`config.mk`:
```
export PLATFORM = sky130hd
export DESIGN_NAME = seq_div4
export DESIGN_NICKNAME = d
export VERILOG_FILES = /design/src/rtl/seq_div4.sv
export SDC_FILE = /design/constraint.sdc
export NUM_CORES = 1
export LEC_CHECK = 0
export ABC_AREA = 1
export BUFFER_PORTS_ARGS = -buffer_cell sky130_fd_sc_hd__buf_2
export CORE_UTILIZATION = 45
export CTS_BUF_LIST = sky130_fd_sc_hd__clkbuf_4 sky130_fd_sc_hd__clkbuf_8
export DETAILED_ROUTE_END_ITERATION = 16
export GPL_ROUTABILITY_DRIVEN = 1
export PLACE_DENSITY = 0.68
export REMOVE_ABC_BUFFERS = 1
export SETUP_SLACK_MARGIN = 0.02
export SLEW_MARGIN = 20
export SYNTH_ARGS = -nofsm -noshare
export SYNTH_HDL_FRONTEND = slang
export SYNTH_SLANG_ARGS = --single-unit
```
`constraint.sdc`:
```
create_clock -name clk -period 1.5 [get_ports clk]
set_input_delay 0.075 -clock clk [delete_from_list [all_inputs] [get_ports clk]]
set_output_delay 0.075 -clock clk [all_outputs]
set_load 0.02 [all_outputs]
```
`src/rtl/seq_div4.sv`:
```
// Multi-cycle restoring divider, one quotient bit per clock, with a done pulse.
// Define DIV_SIGNED_EN for two's-complement operands (truncating division).
module seq_div4 #(
    parameter int unsigned WIDTH = 4
) (
    input  logic             clk,
    input  logic             rst_n,
    input  logic             start,
    input  logic [WIDTH-1:0] dividend,
    input  logic [WIDTH-1:0] divisor,
    output logic             busy,
    output logic             done,
    output logic [WIDTH-1:0] quotient,
    output logic [WIDTH-1:0] remainder,
    output logic             div_by_zero,
    output logic             overflow
);

    localparam int unsigned CW = (WIDTH > 2) ? $clog2(WIDTH) : 1;

    typedef enum logic [1:0] {
        IDLE = 2'd0,
        CALC = 2'd1,
        DONE = 2'd2
    } state_t;

    state_t           state;
    logic [WIDTH:0]   r_q;
    logic [WIDTH-1:0] q_q;
    logic [WIDTH-1:0] dvs_q;
    logic [CW-1:0]    cnt_q;

    logic             accept;
    logic             last_iter;
    logic [WIDTH-1:0] dvd_mag;
    logic [WIDTH-1:0] dvs_mag;
    logic [WIDTH:0]   r_sh;
    logic [WIDTH:0]   t;
    logic [WIDTH:0]   r_next;
    logic [WIDTH-1:0] q_next;

`ifdef DIV_SIGNED_EN
    logic neg_q_q;
    logic neg_r_q;
    logic ovf_q;

    function automatic logic [WIDTH-1:0] mag(input logic [WIDTH-1:0] x);
        return x[WIDTH-1] ? (~x + WIDTH'(1)) : x;
    endfunction

    assign dvd_mag = mag(dividend);
    assign dvs_mag = mag(divisor);
`else
    assign dvd_mag  = dividend;
    assign dvs_mag  = divisor;
    assign overflow = 1'b0;
`endif

    assign accept    = start && ((state == IDLE) || (state == DONE));
    assign last_iter = (cnt_q == CW'(WIDTH - 1));

    // One restoring step: shift in next dividend bit, trial-subtract via invert-plus-one
    always_comb begin
        r_sh = {r_q[WIDTH-1:0], q_q[WIDTH-1]};
        t    = r_sh + ~{1'b0, dvs_q} + (WIDTH+1)'(1);
        if (!t[WIDTH]) begin
            r_next = t;
            q_next = {q_q[WIDTH-2:0], 1'b1};
        end else begin
            r_next = r_sh;
            q_next = {q_q[WIDTH-2:0], 1'b0};
        end
    end

    always_ff @(posedge clk or negedge rst_n) begin
        if (!rst_n) begin
            state       <= IDLE;
            r_q         <= '0;
            q_q         <= '0;
            dvs_q       <= '0;
            cnt_q       <= '0;
            busy        <= 1'b0;
            done        <= 1'b0;
            quotient    <= '0;
            remainder   <= '0;
            div_by_zero <= 1'b0;
`ifdef DIV_SIGNED_EN
            overflow    <= 1'b0;
            neg_q_q     <= 1'b0;
            neg_r_q     <= 1'b0;
            ovf_q       <= 1'b0;
`endif
        end else begin
            done <= 1'b0;
            if (accept) begin
                r_q         <= '0;
                q_q         <= dvd_mag;
                dvs_q       <= dvs_mag;
                cnt_q       <= '0;
                div_by_zero <= 1'b0;
`ifdef DIV_SIGNED_EN
                overflow    <= 1'b0;
                neg_q_q     <= dividend[WIDTH-1] ^ divisor[WIDTH-1];
                neg_r_q     <= dividend[WIDTH-1];
                ovf_q       <= (dividend == {1'b1, {(WIDTH-1){1'b0}}}) && (divisor == '1);
`endif
                if (divisor == '0) begin
                    // Zero divisor short-circuits straight to DONE
                    state       <= DONE;
                    busy        <= 1'b0;
                    done        <= 1'b1;
                    quotient    <= '1;
                    remainder   <= dividend;
                    div_by_zero <= 1'b1;
                end else begin
                    state <= CALC;
                    busy  <= 1'b1;
                end
            end else begin
                case (state)
                    CALC: begin
                        r_q   <= r_next;
                        q_q   <= q_next;
                        cnt_q <= cnt_q + CW'(1);
                        if (last_iter) begin
                            state <= DONE;
                            busy  <= 1'b0;
                            done  <= 1'b1;
`ifdef DIV_SIGNED_EN
                            quotient  <= neg_q_q ? (~q_next + WIDTH'(1)) : q_next;
                            remainder <= neg_r_q ? (~r_next[WIDTH-1:0] + WIDTH'(1))
                                                 : r_next[WIDTH-1:0];
                            overflow  <= ovf_q;
`else
                            quotient  <= q_next;
                            remainder <= r_next[WIDTH-1:0];
`endif
                        end
                    end
                    DONE:    state <= IDLE;
                    default: state <= IDLE;
                endcase
            end
        end
    end

endmodule

```
==> metrics.md <==
| Metric | Value |
|---|---|
| Sink Count | `27` |
| Clock Latency Late Sink | `~0.32 ns` |
| # IOs | `23` |
| RSZ-0062 raised after global routing | `yes` |
| Initial antenna violation count | `0` |
| Drt first pass iters | `4` |
| Pwr Total | `4480 µW` |
| Final worst slack | `-0.219 ns` |
| CP max-delay cell | `dfrtp_1` |
| Vias in the first global route | `between 1,000 and 1,500` |
| Syn_area_per_cell | `about 8.3 µm²` |
| P_leak | `around 0.001 µW` |
| Vias | `roughly 1,200` |
| Synth Area in Compound Gates | `0.0769` |
| Simple-gate share of the synthesized area | `0.277` |
| Largest net degree at the start of global routing | `28` |
| Post-synthesis cell area | `between 1000 and 1500 µm²` |
| Fin. Hold Viols | `0` |
| First-iteration detailed-routing DRC count | `65` |
| Gr ovfl total | `0` |
| Worst Max-Slew Pin Slew | `approximately 0.59 ns` |
| Ys Warns | `0` |
| Hpwl dp | `between 2000 and 2500 µm` |
| Pre-CTS setup slack | `-0.286 ns` |
| Crit path arrival time | `1.99 ns` |
| Req. time, crit path | `1.77 ns` |
| Total wire length | `~3100 µm` |
| Crit Path Class | `reg -> reg` |
| CTS tree | `yes` |
| ANT nets after route | `0` |
| CTS Buffer Depth | `2` |
| Failing checks | `setup timing` |
| Max cap viols | `0` |
| Slew headroom | `0.606` |
| DRC | `0` |
| Root buffer cell | `clkbuf_4` |
| H-Tree Depth | `1` |
| Top Family by Delay on Critical Path | `simple AND/OR/NAND/NOR gates` |
| Multiplexer area fraction after synthesis | `0` |
| Share of layout cells above drive strength 1 | `0.354` |
| Crit path largest cell delay | `around 0.42 ns` |
| WHS Endpoint | `dvs_q[3]$_DFFE_PN0P_` |
| Via/cell ratio | `4.81` |
| Seq/Total Area, Yosys | `0.472` |
| Initial Util | `0.473` |
| Fillers | `264` |
| Crit-path cells | `inv_2 -> ha_4 -> inv_2 -> fa_2 -> nand3_2 -> nand3_2 -> nand2_4 -> nand3_4 -> nand2_1 -> nand2_1 -> nand2_1` |
| Reg2Reg Setup Slack | `-0.22 ns` |
| Synth unique cells | `26` |
| CP Buf/Inv Count | `2` |
| First-pass GRT wire length | `between 5000 and 6000 µm` |
| Post-synthesis xor/xnor area fraction | `0.00612` |
| Power density cells | `2420 nW/µm²` |
| Worst Hold Depth | `3` |
| Crit Path Max Fanout | `4` |
| Peak VDD IR | `~0.0010 V` |
| Synth Area in Adders | `0.0577` |
| Worst Hold Launch | `divisor[3]` |
| Core Area | `between 3000 and 4000 µm²` |
| Diodes inserted | `0` |
| Final worst-path cycle share | `1.15` |
| Startpoint Class | `flip-flop` |
| Routed len/inst | `12.2 µm` |
| Die Ht | `58.4 µm` |
| Crit path capture type | `flip-flop` |
| GP Congestion | `0.894` |
| Status | `complete, but fails checks` |
| # rows | `20` |
| Die Area | `3410 µm²` |
| Gr usage total | `0.201` |
| HP Class | `in -> reg` |
| Achievable clock frequency | `a little under 600 MHz` |
| Setup violators final | `10` |
| Area growth syn-to-layout | `29.1%` |
| Minimum clock period | `~1.7 ns` |
| Worst r2r src | `q_q[3]$_DFFE_PN0P_` |
| Port Buf Inserts | `21` |
| Combinational family with the most area after synthesis | `simple AND/OR/NAND/NOR gates` |
| Worst R2R Path Depth | `11` |
| Yosys reg bits | `27` |
| Pins over their slew limit | `0` |
| Worst r2r dst | `r_q[0]$_DFFE_PN0P_` |
| Worst-path clk slew | `roughly 0.14 ns` |
| CP most frequent cell | `nand2_1` |
| CTS Buf Count | `3` |
| Die width | `approximately 58 µm` |
| Clock Skew | `around 0.0022 ns` |
| Synth Instances | `around 170` |
| Nets | `approximately 230` |
-- synth_stat cells (all sizes together) --
library cell | instances | share of area
nand2 | 48 | 0.15
o221ai | 3 | 0.018
buf | 5 | 0.027
nand4 | 1 | 0.0044
ha | 5 | 0.044
o211ai | 1 | 0.0052
conb | 1 | 0.0026
nand3 | 21 | 0.073
nor2 | 10 | 0.035
o21a | 1 | 0.0052
a21oi | 3 | 0.010
or2 | 4 | 0.017
a22o | 1 | 0.0061
inv | 30 | 0.080
dfrtp | 27 | 0.47
xor2 | 1 | 0.0061
o21ai | 9 | 0.031
fa | 1 | 0.014
-- metal layers --
| layer | global-route usage | vias to the layer above | part of all wire |
|---|---|---|---|
| li1 | - | 612 | - |
| met1 | 0.244 | 572 | 0.43 |
| met2 | 0.346 | 25 | 0.52 |
| met3 | 0.0330 | 8 | 0.025 |
| met4 | 0.0986 | 0 | 0.023 |
| met5 | 0 | - | 0 |
-- layout by cell type (no fill, tap or decap), types with 2 or more instances in the layout --
cell type / Yosys / layout
inv_1: 27 / 25
nand3_1: 21 / 5
o221ai_1: 3 / 3
dfrtp_1: 27 / 27
buf_2: 1 / 21
inv_2: 2 / 4
o21ai_0: 9 / 8
ha_1: 5 / 4
nor2_2: 2 / 2
nand2_2: 3 / 4
nand2_4: 3 / 5
nand3_2: 0 / 15
or2_0: 4 / 4
clkbuf_4: 0 / 4
dlygate4sd3_1: 0 / 4
nand2_1: 42 / 39
nor2_1: 7 / 7
buf_4: 3 / 13
a21oi_1: 3 / 3
-- worst min-delay path: cells and delay by family --
| kind | cells | cell delay (ns) |
|---|---|---|
| compound gates | 1 | 0.07 |
| buf+inv | 2 | 0.14 |
-- area by class of cell --
cell class,instances,area (µm²),area share
clock buffer,4,30.0,0.0162
inverter,30,115,0.0623
multi-input combinational,110,729,0.395
sequential,27,676,0.366
tap,44,55.1,0.0298
timing repair buffer,38,243,0.131
-- sequential cells by signal, summed over array words and instances (netlist names) --
signal       count
dvs_q            4
q_q              4
quotient         4
r_q              4
remainder        4
cnt_q            2
state            2
busy             1
div_by_zero      1
done             1
-- how the worst max path moves through the flow --
stage                                    end          startpoint  slack [ns]  cells past startpoint
detailed placement  remainder[0]$_DFFE_PN0P_  q_q[3]$_DFFE_PN0P_       -0.29                     12
CTS                 remainder[0]$_DFFE_PN0P_  q_q[3]$_DFFE_PN0P_       -0.19                     12
global route        remainder[1]$_DFFE_PN0P_  q_q[3]$_DFFE_PN0P_       -0.31                     11
floorplan           remainder[3]$_DFFE_PN0P_  q_q[3]$_DFFE_PN0P_       -0.14                     12
global placement    remainder[0]$_DFFE_PN0P_  q_q[3]$_DFFE_PN0P_       -0.24                     12
finish                    r_q[0]$_DFFE_PN0P_  q_q[3]$_DFFE_PN0P_       -0.22                     11
-- per-stage QoR --
stage / cells / setup TNS, ns / hold WS (ns) / instance area, µm² / util
6_report: 253 / -1.91 / 0.0125 / 1850 / 0.610
3_5_place_dp: 241 / -2.52 / 0.123 / 1620 / 0.535
3_3_place_gp: 241 / -2.10 / 0.109 / 1620 / 0.535
5_1_grt: 253 / -2.80 / 0.0194 / 1850 / 0.610
2_1_floorplan: 167 / -1.24 / -0.221 / 1390 / -
4_1_cts: 252 / -1.76 / 0.00329 / 1760 / 0.581
-- logic make-up after synthesis --
logic type,count (synthesis)
AOI/OAI and AO/OA,18
xor gates and xnor gates,1
adders and majority gates,6
buffers and inverters,35
DFF,27
other,1
and+or+nand+nor,84
-- report_power, final --
part	total [µW]	internal, µW	switching, µW
registers	1280	1080	197
clock network	325	122	203
logic	2880	1120	1760
total	4480	2320	2160
-- timing repair --
item / CTS / global route
hold endpoints to repair: 30 / 0
pin swaps: 7 / 7
hold buffers: 4 / 0
buffers inserted: 3 / 1
endpoints found under the setup margin: 10 / 10
gates resized for setup: 12 / 17
No activity file was read; power rests on OpenSTA's default activity.
